==> src/rtl/alu_sequential_exec.sv <==
// Execute stage behind the ALU control decoder: single-cycle ADD/OR/LUI and
// iterative 1-bit-per-cycle SLL/SRL with a start/busy/done handshake.
module alu_sequential_exec #(
  parameter int DATA_WIDTH  = 32,
  parameter int SHAMT_WIDTH = 5
) (
  input  logic                   clk,
  input  logic                   reset,
  input  logic                   start_i,
  input  logic [3:0]             alu_operation_i,
  input  logic [DATA_WIDTH-1:0]  a_i,
  input  logic [DATA_WIDTH-1:0]  b_i,
  input  logic [SHAMT_WIDTH-1:0] shamt_i,
  output logic                   busy_o,
  output logic                   done_o,
  output logic [DATA_WIDTH-1:0]  alu_data_o,
  output logic                   zero_o,
  output logic                   invalid_op_o
);

  localparam logic [3:0] OP_LUI = 4'b0000;
  localparam logic [3:0] OP_OR  = 4'b0001;
  localparam logic [3:0] OP_SLL = 4'b0010;
  localparam logic [3:0] OP_ADD = 4'b0011;
  localparam logic [3:0] OP_SRL = 4'b0100;

  typedef enum logic [1:0] {S_IDLE, S_SHIFT, S_DONE} state_t;

  state_t                 r_state;
  logic                   r_busy;
  logic                   r_done;
  logic [DATA_WIDTH-1:0]  r_data;
  logic                   r_zero;
  logic                   r_invalid;
  logic [DATA_WIDTH-1:0]  r_shreg;
  logic [SHAMT_WIDTH-1:0] r_cnt;
  logic                   r_left;

  logic                   w_is_shift;
  logic                   w_invalid;
  logic [DATA_WIDTH-1:0]  w_result;
  logic [DATA_WIDTH-1:0]  w_sh_next;

  assign w_is_shift = (alu_operation_i == OP_SLL) || (alu_operation_i == OP_SRL);
  assign w_sh_next  = r_left ? (r_shreg << 1) : (r_shreg >> 1);

  // Single-cycle result; a zero shift amount simply passes b through.
  always_comb begin
    w_result  = '0;
    w_invalid = 1'b0;
    case (alu_operation_i)
      OP_LUI:         w_result = {b_i[15:0], {(DATA_WIDTH-16){1'b0}}};
      OP_OR:          w_result = a_i | b_i;
      OP_ADD:         w_result = a_i + b_i;
      OP_SLL, OP_SRL: w_result = b_i;
      default:        w_invalid = 1'b1;
    endcase
  end

  always_ff @(posedge clk or negedge reset) begin
    if (!reset) begin
      r_state   <= S_IDLE;
      r_busy    <= 1'b0;
      r_done    <= 1'b0;
      r_data    <= '0;
      r_zero    <= 1'b1;
      r_invalid <= 1'b0;
      r_shreg   <= '0;
      r_cnt     <= '0;
      r_left    <= 1'b0;
    end else begin
      r_done <= 1'b0;
      case (r_state)
        S_IDLE, S_DONE: begin
          if (start_i) begin
            if (w_is_shift && (shamt_i != '0)) begin
              r_shreg <= b_i;
              r_cnt   <= shamt_i;
              r_left  <= (alu_operation_i == OP_SLL);
              r_busy  <= 1'b1;
              r_state <= S_SHIFT;
            end else begin
              r_data    <= w_result;
              r_zero    <= (w_result == '0);
              r_invalid <= w_invalid;
              r_done    <= 1'b1;
              r_state   <= S_DONE;
            end
          end else begin
            r_state <= S_IDLE;
          end
        end
        S_SHIFT: begin
          // start_i is deliberately not looked at here: requests while busy are dropped.
          r_shreg <= w_sh_next;
          r_cnt   <= r_cnt - SHAMT_WIDTH'(1);
          if (r_cnt == SHAMT_WIDTH'(1)) begin
            r_data    <= w_sh_next;
            r_zero    <= (w_sh_next == '0);
            r_invalid <= 1'b0;
            r_done    <= 1'b1;
            r_busy    <= 1'b0;
            r_state   <= S_DONE;
          end
        end
        default: begin
          r_busy  <= 1'b0;
          r_state <= S_IDLE;
        end
      endcase
    end
  end

  assign busy_o       = r_busy;
  assign done_o       = r_done;
  assign alu_data_o   = r_data;
  assign zero_o       = r_zero;
  assign invalid_op_o = r_invalid;

endmodule

==> config.mk <==
export PLATFORM = sky130hd
export DESIGN_NAME = alu_sequential_exec
export DESIGN_NICKNAME = d
export VERILOG_FILES = /design/src/rtl/alu_sequential_exec.sv
export SDC_FILE = /design/constraint.sdc
export NUM_CORES = 1
export LEC_CHECK = 0
export CORE_ASPECT_RATIO = 0.7
export CORE_MARGIN = 2
export CORE_UTILIZATION = 50
export CTS_CLUSTER_DIAMETER = 50
export CTS_CLUSTER_SIZE = 30
export DETAILED_ROUTE_END_ITERATION = 8
export HOLD_SLACK_MARGIN = 0.02
export PLACE_DENSITY_LB_ADDON = 0.12
export REMOVE_ABC_BUFFERS = 1
export SYNTH_ARGS = -nofsm -noshare
export SYNTH_HDL_FRONTEND = slang
export SYNTH_SLANG_ARGS = --single-unit
==> constraint.sdc <==
create_clock -name clk -period 2.7 [get_ports clk]
set_input_delay 0.405 -clock clk [delete_from_list [all_inputs] [get_ports clk]]
set_output_delay 0.405 -clock clk [all_outputs]
set_load 0.02 [all_outputs]
# ---- Word level (Yosys, flattened, before mapping)
# Index checks and enable logic that the tools add are counted.
dict set report op_classes {
  add_sub_neg 2
  eq_ne 11
  n_mux 32
  n_bitwise 1
  reduce_logical 15
}
# op n
set op_table {}
lappend op_table {{$mux 32} 6}
lappend op_table {{$pmux 32 s2} 2}
lappend op_table {{$pmux 32 s4} 1}
lappend op_table {{$logic_not 32->1} 2}
lappend op_table {{$add 32x32->32} 1}
lappend op_table {{$or 32x32->32} 1}
lappend op_table {{$mux 1} 12}
lappend op_table {{$mux 5} 2}
lappend op_table {{$pmux 5 s2} 1}
lappend op_table {{$reduce_and 3->1} 3}
lappend op_table {{$eq 4x2->1 const B} 2}
lappend op_table {{$ne 2x2->1 const B} 4}
lappend op_table {{$pmux 1 s2} 4}
lappend op_table {{$mux 2} 3}
lappend op_table {{$eq 5x1->1 const B} 1}
lappend op_table {{$reduce_bool 5->1} 1}
lappend op_table {{$reduce_or 5->1} 1}
lappend op_table {{$sub 5x1->5 const B} 1}
lappend op_table {{$eq 4x1->1 const B} 1}
lappend op_table {{$eq 4x3->1 const B} 1}
lappend op_table {{$logic_not 4->1} 1}
lappend op_table {{$pmux 2 s2} 1}
lappend op_table {{$reduce_and 4->1} 1}
lappend op_table {{$reduce_or 2->1} 2}
lappend op_table {{6 further kinds} 6}
dict set report totals {
  register_bits 76
  inputBits 76
  out_inout_bits 36
  word_cells 70
}

# ---- Depth between registers and ports, before layout
dict set report depth {
  depth_word 7
  depth_mapped 14
  mapped_depth_nobuf 14
}

# ---- Worst setup path after synthesis
# OpenSTA, ideal clock, no wires.
dict set report synth_path {
  path_type {input-to-reg}
  start {in a_i[0]}
  end {reg r_zero (netlist: zero_o)}
  setup_ns 0.086
  arrival_time_ns 2.925
  t_required_ns 2.614
  slack_ns -0.311
  path_stages 14
  n_path_buf 0
  path_cell_list {ha_1 inv_1 fa_1 nand2b_1 a21oi_1 o311ai_2 a31oi_4 a31oi_4 o21ai_1 xnor2_1 o21ai_0 nor4_1 nand3_1 o31ai_2}
}
dict set report synth_between {
  elab_chain_len 6
  word_cells_on_any_way 7
  classes_between {add/sub: 1; mux: 4; bitwise: 1; reduce/logical: 1}
}
# element line
set synth_rtl {}
lappend synth_rtl {{start: declaration} 11} ;# input logic [DATA_WIDTH-1:0] a_i,
lappend synth_rtl {{$add 32x32->32 or $or 32x32->32 (tied branches)} {54, 53}}
lappend synth_rtl {{$pmux 32 s4 *} 51} ;# case (alu_operation_i)
lappend synth_rtl {{$logic_not 32->1 *} 84} ;# r_zero <= (w_result == '0);
lappend synth_rtl {{$mux 1 *} 76} ;# if (w_is_shift && (shamt_i != '0)) begin
lappend synth_rtl {{$mux 1 *} 75} ;# if (start_i) begin
lappend synth_rtl {{$pmux 1 s2 *} 73} ;# case (r_state)
lappend synth_rtl {{end signal: assignment} 84}
lappend synth_rtl {{end signal: assignment} 99} ;# r_zero <= (w_sh_next == '0);
lappend synth_rtl {{end: declaration} 33} ;# logic r_zero;
# Every way passes the cells marked *; elsewhere a longest branch is shown, timed or not. The select of a mux whose other input is x is not followed.
# A chain may end at the register's enable or synchronous reset.

# ---- Worst setup path after layout
dict set report layout_path {
  start {in a_i[2]}
  end {reg r_zero (netlist: zero_o)}
}
# The elaborated chain is that of the path after synthesis.

==> run metrics <==
share of final-layout standard cells stronger than drive strength 1=0.446; final number of max-transition violations=0; Via-to-Cell Ratio=between 6 and 7; Worst Path Max Fanout=2; total setup violations reported at the end of the flow=8; Initial Utilization=0.516; clk_lat worst skew=roughly 0.34 ns; total via count in the routed design=9,083; number of placement rows=35; count of endpoints failing hold in the final timing report=0; remaining routing DRC violations=0; required time at the worst-slack endpoint=2.95 ns; global-route wire length before repair=between 40,000 and 50,000 µm; Post-Synthesis Cell Area=6850 µm²; Die Area=between 10,000 and 15,000 µm²; critical register-to-register path endpoint=zero_o$_DFFE_PN1P_; relative slew slack=0.345; final net count=~1,400; Worst Reg-to-Reg Cells=14; aggregate routed wire length=about 33,000 µm; number of primary I/O pins=112; number of enable-type register cells in the synthesized netlist=0; critical path start-end classification=in -> reg; Chip Width=~140 µm; via count of the first global-routing pass=8,407; sort of element at the end of the critical path=register; worst hold path class=in -> async; cell at the root of the clock tree=sky130_fd_sc_hd__clkbuf_16; Fin Hold WS=about 0.20 ns; Achievable Freq=341 MHz; maximum capacitance violations=0; Area growth, synth to finish=68.7%; input/output buffers=around 110; starting DRC count in detailed routing=between 1,000 and 1,500; total congestion overflow=0; sequential cell area=around 1900 µm²; GP Congestion=0.969; part of the cycle the worst path needs=1.09; footprint of the multi-input gates=~5500 µm²; core area=13,300 µm²; gate count of the mapped netlist=approximately 850; combined global-route utilization of all metal layers=0.424; min setup slack post-route=-0.233 ns; failing checks=negative setup slack; reg2reg setup slack=0 ns; status=complete, but fails checks; Fill cells=approximately 660; ratio of total power to cell area=around 570 nW/µm²; clock tree skew after final layout=0.00986 ns; Critical Path Start Type=input port; largest net degree at the start of global routing=77; clock buffers created by TritonCTS=9; post-synth cell types=between 70 and 80; CTS tree=yes; largest voltage drop on the vdd net=around 350 µV; ys async rst share=1.00; maximum level of the CTS H-tree=3; slew at the pin with the worst max-slew slack=around 0.98 ns; antenna violations before repair=2; DPL Wire Length=between 20,000 and 25,000 µm; register bit total from synthesis=76; RSZ-0062 raised after global routing=yes; total iterations of the first detailed-routing run=6; worst slack, placed=-1.30 ns; sequential cell area fraction in the yosys report=0.278; Most used DFF post-synth=sky130_fd_sc_hd__dfrtp_1; y dimension of the die=a little over 100 µm; static leakage=0.00527 µW; Reg clk slew, reported paths=0.07 ns; worst reg2reg path startpoint=r_cnt[1]$_DFFE_PN0P_; number of warning messages in the yosys log=0; average cell area after synthesis=roughly 8.1 µm²; post-route antenna net violation count=0; critical path arrival=3.18 ns; routed length per instance=between 20 and 25 µm; Clock Tree Buf Depth=2; final critical delay including setup and external delays=between 2 and 3 ns; number of buffers inserted by hold repair at cts=0; clock sink count=76
==> kinds of logic after synthesis <==
kind of cell	share of synthesized area
AND/OR/NAND/NOR	0.164
multiplexers	0.0612
XOR/XNOR	0.0294
AO/OA/AOI/OAI	0.277
adder cells (fa/ha/maj)	0.122
buffers and inverters	0.0689
flip-flops	0.278
==> critical path, stage by stage <==
cell	delay [ns]
sky130_fd_sc_hd__buf_2	0.12
sky130_fd_sc_hd__buf_4	0.13
sky130_fd_sc_hd__ha_4	0.17
sky130_fd_sc_hd__nor2_4	0.17
sky130_fd_sc_hd__buf_4	0.13
sky130_fd_sc_hd__buf_4	0.10
sky130_fd_sc_hd__buf_4	0.09
sky130_fd_sc_hd__buf_4	0.09
sky130_fd_sc_hd__buf_4	0.09
sky130_fd_sc_hd__a21oi_1	0.07
sky130_fd_sc_hd__nor2_1	0.17
sky130_fd_sc_hd__o32a_1	0.27
sky130_fd_sc_hd__and4_1	0.23
sky130_fd_sc_hd__o2111a_1	0.20
sky130_fd_sc_hd__and4_1	0.19
sky130_fd_sc_hd__nand4_1	0.13
sky130_fd_sc_hd__nor3_2	0.14
sky130_fd_sc_hd__nand3_1	0.11
sky130_fd_sc_hd__o31ai_2	0.18
==> flip-flops by register name, indices dropped and copies added (netlist names) <==
signal        flops
r_shreg          32
zero_o            1
invalid_op_o      1
done_o            1
busy_o            1
alu_data_o       32
r_left            1
r_state           2
r_cnt             5
==> cells in the mapped netlist (10+ instances only) <==
cell,n,area (µm²)
sky130_fd_sc_hd__a21oi_1,58,290
sky130_fd_sc_hd__inv_1,76,285
sky130_fd_sc_hd__nand4_1,15,93.8
sky130_fd_sc_hd__nand2_1,104,390
sky130_fd_sc_hd__mux2i_1,34,340
sky130_fd_sc_hd__nor3_1,10,50.1
sky130_fd_sc_hd__o221ai_1,35,307
sky130_fd_sc_hd__clkbuf_1,38,143
sky130_fd_sc_hd__nor2_1,66,248
sky130_fd_sc_hd__ha_1,65,813
sky130_fd_sc_hd__a22oi_1,10,75.1
sky130_fd_sc_hd__xnor2_1,17,149
sky130_fd_sc_hd__a21o_1,17,128
sky130_fd_sc_hd__dfrtp_1,75,1880
sky130_fd_sc_hd__o21ai_0,68,340
==> worst max path at each step <==
| stage | start | end | slack, ns |
|---|---|---|---|
| finish | a_i[2] | zero_o$_DFFE_PN1P_ | -0.23 |
| global route | a_i[20] | zero_o$_DFFE_PN1P_ | -0.37 |
| CTS | b_i[0] | zero_o$_DFFE_PN1P_ | -0.11 |
| detailed placement | a_i[0] | alu_data_o[24]$_DFFE_PN0P_ | -1.30 |
| global placement | b_i[4] | zero_o$_DFFE_PN1P_ | -1.23 |
| floorplan | shamt_i[0] | zero_o$_DFFE_PN1P_ | -2.88 |
==> timing repair <==
| item | 4_1_cts | 5_1_grt |
|---|---|---|
| pin swaps | 82 | 64 |
| gates resized for setup | 317 | 111 |
| setup buffers | 22 | 22 |
| endpoints found under the setup margin | 26 | 13 |
==> where the power goes <==
part	internal (µW)	total, µW	switching (µW)
clock	773	1260	485
combinational	1550	3420	1870
sequential	1550	1890	338
==> per-stage QoR <==
| stage | utilization | setup TNS (ns) | cell area [µm²] | std cells | power [µW] |
|---|---|---|---|---|---|
| after CTS | 0.842 | -0.429 | 11200 | 1380 | 6240 |
| after floorplan | - | -83.18 | 6660 | 800 | 3320 |
| after detailed placement | 0.749 | -25.40 | 9930 | 1344 | 4750 |
| final | 0.871 | -0.960 | 11600 | 1402 | 6570 |
| after global routing | 0.870 | -1.34 | 11500 | 1401 | 6850 |
| after global placement | 0.749 | -23.46 | 9930 | 1344 | 4590 |
==> placed cells by master (no fill, tap or decap), types with 15 or more instances in the layout <==
master and instances:
sky130_fd_sc_hd__inv_2 40, sky130_fd_sc_hd__ha_1 26, sky130_fd_sc_hd__nor2_1 60, sky130_fd_sc_hd__buf_2 17
sky130_fd_sc_hd__buf_4 264, sky130_fd_sc_hd__o21ai_2 17, sky130_fd_sc_hd__clkdlybuf4s50_1 58, sky130_fd_sc_hd__buf_6 24
sky130_fd_sc_hd__dfrtp_1 75, sky130_fd_sc_hd__o21ai_0 43, sky130_fd_sc_hd__nand4_1 15, sky130_fd_sc_hd__mux2i_1 34
sky130_fd_sc_hd__a21oi_1 36, sky130_fd_sc_hd__a21o_1 17, sky130_fd_sc_hd__o221ai_1 34, sky130_fd_sc_hd__ha_4 34
sky130_fd_sc_hd__inv_1 34, sky130_fd_sc_hd__nand2_1 92, sky130_fd_sc_hd__a21oi_2 17
==> cell type report <==
| cell class | instances | area share |
|---|---|---|
| antenna | 1 | 0.000217 |
| clock buffer | 12 | 0.0222 |
| clock inverter | 4 | 0.00477 |
| inverter | 76 | 0.0253 |
| multi-input combinational | 648 | 0.479 |
| sequential | 76 | 0.165 |
| tap | 185 | 0.0200 |
| timing repair buffer | 400 | 0.284 |
==> per-layer routing <==
metal  vias up  routed length [µm]  track usage
li1       3794                   -            -
met1      4307               12800        0.599
met2       799               13600        0.631
met3       183                4770        0.109
met4         0                1750        0.151
met5         -                   0            0
Power figures use the tool's default switching activity.
